===== config.mk =====
export PLATFORM = sky130hd
export DESIGN_NAME = output_memory_node_strided
export DESIGN_NICKNAME = d
export VERILOG_FILES = /design/src/rtl/cgra_pkg.sv /design/src/rtl/obi_pkg.sv /design/src/rtl/fifo_v3.sv /design/src/rtl/output_memory_node_strided.sv
export SDC_FILE = /design/constraint.sdc
export NUM_CORES = 1
export LEC_CHECK = 0
export CAP_MARGIN = 20
export CORE_MARGIN = 10
export CORE_UTILIZATION = 59
export CTS_CLUSTER_DIAMETER = 40
export CTS_CLUSTER_SIZE = 12
export DETAILED_ROUTE_END_ITERATION = 6
export PLACE_DENSITY_LB_ADDON = 0.2
export RECOVER_POWER = 50
export SKIP_LAST_GASP = 1
export SLEW_MARGIN = 20
export SYNTH_ARGS = -nofsm -noshare
export SYNTH_HDL_FRONTEND = slang
export SYNTH_SLANG_ARGS = --single-unit

===== constraint.sdc =====
create_clock -name clk_i -period 6.9 [get_ports clk_i]
set_input_delay 1.38 -clock clk_i [delete_from_list [all_inputs] [get_ports clk_i]]
set_output_delay 1.38 -clock clk_i [all_outputs]
set_load 0.005 [all_outputs]

===== src/rtl/cgra_pkg.sv =====
// CGRA-wide constants and types.
//   OMN_FIFO_DEPTH / OMN_MAX_OUTSTANDING : defaults for the output memory node
//   omn_state_e                          : output memory node control states
package cgra_pkg;

  localparam int unsigned OMN_FIFO_DEPTH      = 4;
  localparam int unsigned OMN_MAX_OUTSTANDING = 4;

  typedef enum logic [1:0] {
    S_IDLE,
    S_MREQ,
    S_WAIT,
    S_DONE
  } omn_state_e;

endpackage


===== src/rtl/obi_pkg.sv =====
// OBI bus types shared by all masters attached to the crossbar.
//   obi_req_t  : req, we, be, addr, wdata (master -> crossbar)
//   obi_resp_t : gnt, rvalid              (crossbar -> master)
package obi_pkg;

  typedef struct packed {
    logic        req;
    logic        we;
    logic [3:0]  be;
    logic [31:0] addr;
    logic [31:0] wdata;
  } obi_req_t;

  typedef struct packed {
    logic gnt;
    logic rvalid;
  } obi_resp_t;

endpackage


===== src/rtl/fifo_v3.sv =====
// First-word fall-through FIFO with synchronous active-low reset and flush.
//   clk_i, rst_ni    : clock, synchronous active-low reset
//   flush_i          : empties the FIFO on the next edge (wins over push)
//   full_o, empty_o  : occupancy flags
//   data_i, push_i   : write side; a push while full is accepted only with a pop
//   data_o, pop_i    : head of queue (valid while !empty_o), pop request
module fifo_v3 #(
  parameter int unsigned DATA_WIDTH = 32,
  parameter int unsigned DEPTH      = 4
) (
  input  logic                  clk_i,
  input  logic                  rst_ni,
  input  logic                  flush_i,
  output logic                  full_o,
  output logic                  empty_o,
  input  logic [DATA_WIDTH-1:0] data_i,
  input  logic                  push_i,
  output logic [DATA_WIDTH-1:0] data_o,
  input  logic                  pop_i
);

  localparam int unsigned AddrW = (DEPTH > 1) ? $clog2(DEPTH) : 1;
  localparam int unsigned CntW  = AddrW + 1;

  logic [AddrW-1:0]      rd_ptr_q, rd_ptr_d, wr_ptr_q, wr_ptr_d;
  logic [CntW-1:0]       count_q, count_d;
  logic [DATA_WIDTH-1:0] mem_q [DEPTH];
  logic [DATA_WIDTH-1:0] mem_d [DEPTH];
  logic                  push_ok, pop_ok;

  assign full_o  = (count_q == CntW'(DEPTH));
  assign empty_o = (count_q == '0);
  assign data_o  = mem_q[rd_ptr_q];
  assign pop_ok  = pop_i & ~empty_o;
  assign push_ok = push_i & (~full_o | pop_ok);

  always_comb begin
    rd_ptr_d = rd_ptr_q;
    wr_ptr_d = wr_ptr_q;
    count_d  = count_q;
    mem_d    = mem_q;
    if (flush_i) begin
      rd_ptr_d = '0;
      wr_ptr_d = '0;
      count_d  = '0;
    end else begin
      if (push_ok) begin
        mem_d[wr_ptr_q] = data_i;
        wr_ptr_d        = wr_ptr_q + AddrW'(1);
      end
      if (pop_ok) begin
        rd_ptr_d = rd_ptr_q + AddrW'(1);
      end
      count_d = count_q + CntW'(push_ok) - CntW'(pop_ok);
    end
  end

  always_ff @(posedge clk_i) begin
    if (!rst_ni) begin
      rd_ptr_q <= '0;
      wr_ptr_q <= '0;
      count_q  <= '0;
    end else begin
      rd_ptr_q <= rd_ptr_d;
      wr_ptr_q <= wr_ptr_d;
      count_q  <= count_d;
    end
  end

  // Storage needs no reset: it is only observed through the occupancy count.
  always_ff @(posedge clk_i) begin
    mem_q <= mem_d;
  end

endmodule


===== src/rtl/output_memory_node_strided.sv =====
// Drains a CGRA output stream into memory via one OBI master port, writing
// successive words output_stride_i bytes apart starting at output_addr_i.
//   clk_i, rst_ni          : clock, synchronous active-low reset
//   execute_i / done_o     : level start/hold; done after all responses return
//   output_addr_i          : base byte address
//   output_size_i          : transfer size in bytes (bits [1:0] ignored)
//   output_stride_i        : unsigned byte increment between writes
//   masters_req_o/resp_i   : OBI write master
//   din_i, din_v_i, din_r_o: stream input with ready/valid handshake
module output_memory_node_strided
  import cgra_pkg::*;
  import obi_pkg::*;
#(
  parameter int unsigned FIFO_DEPTH      = OMN_FIFO_DEPTH,
  parameter int unsigned MAX_OUTSTANDING = OMN_MAX_OUTSTANDING,
  parameter int unsigned CNT_WIDTH       = 16
) (
  input  logic        clk_i,
  input  logic        rst_ni,
  input  logic        execute_i,
  output logic        done_o,
  input  logic [31:0] output_addr_i,
  input  logic [15:0] output_size_i,
  input  logic [15:0] output_stride_i,
  output obi_req_t    masters_req_o,
  input  obi_resp_t   masters_resp_i,
  input  logic [31:0] din_i,
  input  logic        din_v_i,
  output logic        din_r_o
);

  omn_state_e           state_q, state_d;
  logic [CNT_WIDTH-1:0] word_cnt_q, word_cnt_d;
  logic [CNT_WIDTH-1:0] issued_cnt_q, issued_cnt_d;
  logic [31:0]          addr_offset_q, addr_offset_d;
  logic [3:0]           outstanding_q, outstanding_d;

  logic                 fifo_full, fifo_empty, fifo_flush, push;
  logic [31:0]          fifo_head;
  logic                 req, issue, rvalid;
  logic [CNT_WIDTH-1:0] size_words;

  assign size_words = CNT_WIDTH'(output_size_i >> 2);
  assign din_r_o    = ~fifo_full;
  assign push       = din_v_i & din_r_o;
  assign rvalid     = masters_resp_i.rvalid;
  assign req        = (state_q == S_MREQ) && !fifo_empty && (issued_cnt_q < word_cnt_q) &&
                      (outstanding_q < 4'(MAX_OUTSTANDING));
  assign issue      = req & masters_resp_i.gnt;
  assign done_o     = (state_q == S_DONE);

  fifo_v3 #(
    .DATA_WIDTH (32),
    .DEPTH      (FIFO_DEPTH)
  ) u_fifo (
    .clk_i   (clk_i),
    .rst_ni  (rst_ni),
    .flush_i (fifo_flush),
    .full_o  (fifo_full),
    .empty_o (fifo_empty),
    .data_i  (din_i),
    .push_i  (push),
    .data_o  (fifo_head),
    .pop_i   (issue)
  );

  // Saturates at zero so stray rvalids (e.g. left over from a reset) are harmless.
  always_comb begin
    outstanding_d = outstanding_q;
    if (issue && !rvalid) begin
      outstanding_d = outstanding_q + 4'd1;
    end else if (!issue && rvalid && (outstanding_q != '0)) begin
      outstanding_d = outstanding_q - 4'd1;
    end
  end

  always_comb begin
    state_d       = state_q;
    word_cnt_d    = word_cnt_q;
    issued_cnt_d  = issued_cnt_q;
    addr_offset_d = addr_offset_q;
    fifo_flush    = 1'b0;
    unique case (state_q)
      S_IDLE: begin
        word_cnt_d    = size_words;
        issued_cnt_d  = '0;
        addr_offset_d = '0;
        if (execute_i) begin
          state_d = (size_words == '0) ? S_DONE : S_MREQ;
        end
      end
      S_MREQ: begin
        if (issue) begin
          issued_cnt_d  = issued_cnt_q + CNT_WIDTH'(1);
          addr_offset_d = addr_offset_q + {16'h0, output_stride_i};
        end
        if (issued_cnt_d == word_cnt_q) begin
          state_d = S_WAIT;
        end
      end
      S_WAIT: begin
        // Uses the next-state count so the final rvalid cycle already qualifies.
        if (outstanding_d == '0) begin
          state_d = S_DONE;
        end
      end
      S_DONE: begin
        if (!execute_i) begin
          state_d    = S_IDLE;
          fifo_flush = 1'b1;
        end
      end
      default: state_d = S_IDLE;
    endcase
  end

  always_comb begin
    masters_req_o       = '0;
    masters_req_o.req   = req;
    masters_req_o.we    = 1'b1;
    masters_req_o.be    = 4'b1111;
    masters_req_o.addr  = output_addr_i + addr_offset_q;
    masters_req_o.wdata = fifo_head;
  end

  always_ff @(posedge clk_i) begin
    if (!rst_ni) begin
      state_q       <= S_IDLE;
      word_cnt_q    <= '0;
      issued_cnt_q  <= '0;
      addr_offset_q <= '0;
      outstanding_q <= '0;
    end else begin
      state_q       <= state_d;
      word_cnt_q    <= word_cnt_d;
      issued_cnt_q  <= issued_cnt_d;
      addr_offset_q <= addr_offset_d;
      outstanding_q <= outstanding_d;
    end
  end

endmodule

==> reports/qor.yml <==
floorplanning:
  io_pins: 174
  dieWidth_um: 157
  core_sq_mm: 0.0186
  num_rows: 50
  start_util: 0.598
  die_y_um: 157
  die_area_sq_mm: 0.0248
logic_synthesis:
  postSynthCellCount: 996
  yosys_register_bits: 203
  synthArstFlopShare: 0
  synth_area_leader_cell: "edfxtp_1"
  synth_edf_count: 128
  yosysSeqAreaShare: 0.479
  synth_top_area_frac: 0.345
  synth_ff_type: "edfxtp_1"
  syn_area_sq_mm: 0.0112
  syn_avg_cell_area_sq_um: 11.2
  synth.distinct_cells: 73
  ys_warn_count: 0
  ys_top_cells_by_area: "edfxtp_1, dfxtp_1, ha_1"
worst_setup_path:
  cp-start-kind: "input port"
  critPathRequiredTime_ns: 5.52
  end_kind: "output port"
  crit_type: "input port to output port"
  arrival_ns: 4.99
  worst-r2r-cell-count: 13
  cp_max_fo: 4
global_routing:
  grt_pass1_wl_mm: 42.4
  grt_start_max_net_pins: 33
  grt_use_total: 0.209
  grt_antenna_before_repair: 1
  first_global_vias: 8400
  overflow: 0
clock_tree:
  clock-sinks: 203
  cts_buffers: 28
  clockBufferDepth: 3
  cts_tree: "yes"
  ctsHoldBuffers: 0
  cts_setup_buffers: 0
  cts_root_buffer: "clkbuf_16"
  cts_resized: 0
  clk_pin_slew_ns: 0.05
  clk_latency_ns: 0.54
  htreeDepth: 1
route:
  ant_nets: 0
  wl_per_cell_um: 18.7
  vias: 8507
  vias_per_cell: 5.97
  drc: 0
  firstDrtPassIters: 6
  drt-initial-drc-count: 515
  routed_wl_mm: 26.6
sta:
  fin_crit_ns: 6.37
  finalMaxSlewViolations: 66
  worst_slew_pin_slew_ns: 1.95
  period_share: 0.923
  fmax_ghz: 0.157
  finalSetupTns_ns: 0
  holdWs_ns: 0.496
  rsz0062_at_grt: "false"
  slew_headroom: -0.300
  worst_clock_skew_ns: 0.0263
  hold_violations: 0
  finalSetupViolCount: 0
placement:
  io_buffers: 166
  gp_congestion: 0.900
  dpl_cell_area_sq_mm: 0.0130
  dpl.hpwl_mm: 18.8
min_path:
  hold_depth: 2
  min_path_type: "flop to flop"
layout:
  fin_nets: 1347
  final_area_sq_mm: 0.0140
  diodes: 0
  final_layout_size_suffix_gt1_frac: 0.0848
  num-fill-cells: 1288
  areaGrowthSynthToFinish_pct: 25.3
power_and_ir_drop:
  peakVddDrop_mv: 0.259
  power-per-cell-area_mw_per_mm2: 292
  leakagePower_nw: 5.22
  power_mw: 4.08
status:
  run_status: "finished, violations left"
  violations: "max-capacitance violations, max-slew violations"
flow_run:
  cap_viol_max_count: 2
## path summary, 6_finish.rpt
path                                                        end  slack, ns                            start
worst max-delay path                          masters_req_o[60]       0.53                 output_addr_i[0]
worst min-delay path            u_fifo.wr_ptr_q[1]$_SDFFE_PP0P_       0.50  u_fifo.wr_ptr_q[1]$_SDFFE_PP0P_
worst max register to register          state_q[0]$_SDFFE_PN0P_       2.80          state_q[1]$_SDFFE_PN0P_
worst min register to register  u_fifo.wr_ptr_q[1]$_SDFFE_PP0P_       0.50  u_fifo.wr_ptr_q[1]$_SDFFE_PP0P_
## power by group
part | total, mW | switching (mW) | internal (mW)
logic | 1.15 | 0.612 | 0.538
clock network | 1.41 | 0.526 | 0.880
registers | 1.52 | 0.0801 | 1.44
total | 4.08 | 1.22 | 2.86
## synth_stat cells (28+ instances only)
cell type	instances
a21oi_1	64
dfxtp_1	75
edfxtp_1	128
ha_1	73
inv_1	45
mux4_2	32
nand2_1	61
nand3_1	28
nor2_1	98
o21ai_0	38
xnor2_1	48
xor2_1	31
## flip-flops by register name, summed over array words and instances, names as in the netlist
register	cells
issued_cnt_q	16
u_fifo.count_q	3
u_fifo.rd_ptr_q	2
word_cnt_q	14
state_q	2
outstanding_q	4
addr_offset_q	32
u_fifo.mem_q	128
u_fifo.wr_ptr_q	2
## metal layers
layer	vias up	global-route usage	routed length, um
met5	-	0	13
met1	4064	0.262	11100
met4	2	0.0579	583
li1	4073	-	-
met3	58	0.0412	1670
met2	310	0.359	13200
## metrics by stage
| stage | instances | utilization | setup WS (ns) |
|---|---|---|---|
| 6_report | 1425 | 0.749 | 0.530 |
| 4_1_cts | 1425 | 0.750 | 0.570 |
| 2_1_floorplan | 1000 | - | 1.95 |
| 5_1_grt | 1425 | 0.749 | 0.316 |
| 3_5_place_dp | 1373 | 0.699 | 0.556 |
| 3_3_place_gp | 1373 | 0.699 | 0.604 |
## cell usage in the layout (no fill, tap or decap), types with 9 or more instances in the layout
cell type	count
dlygate4sd3_1	35
xnor2_1	48
clkdlybuf4s50_1	131
o21a_1	12
and3_1	9
nand4_1	18
nand2_1	61
mux2i_1	19
a211oi_1	12
mux4_2	32
xor2_1	31
a31oi_1	10
o21ai_0	38
o31ai_1	9
nor2b_1	9
nor3_1	18
edfxtp_1	128
nand3_1	28
clkbuf_1	10
dfxtp_1	74
nor2_1	98
inv_1	45
ha_1	73
clkbuf_16	28
a21o_1	10
a21oi_1	64
## critical path, cell delays in order
cell,delay [ns]
clkdlybuf4s50_1,0.45
ha_1,0.26
inv_1,0.09
fa_1,0.21
nor2b_1,0.07
o31a_1,0.30
a2111o_1,0.46
nand2_1,0.16
o21ai_0,0.14
nor4_1,0.31
nor3_1,0.12
a21oi_1,0.19
nor2b_1,0.19
xnor2_1,0.13
clkdlybuf4s50_1,0.52
## logic make-up (layout without fill, tap and decap cells)
| family | count (synthesis) | count (layout) | share of synthesized area |
|---|---|---|---|
| other cells | 1 | 5 | 0.000336 |
| simple gates | 292 | 292 | 0.128 |
| xor+xnor | 79 | 79 | 0.0620 |
| flops | 203 | 203 | 0.479 |
| mux | 51 | 51 | 0.0817 |
| fa+ha+maj | 76 | 76 | 0.0873 |
| compound gates | 212 | 212 | 0.132 |
| buf+inv | 82 | 273 | 0.0302 |
## area by class of cell
type,count,area [sq um],share of cell area
clock buffers,37,744,0.0533
repair buffers,176,1730,0.124
clock inverters,15,195,0.0140
inverters,45,169,0.0121
well taps,234,293,0.0210
flip-flops and latches,203,5350,0.383
multi-input cells,715,5490,0.393
Note: power is estimated with default switching activity, not from simulation.
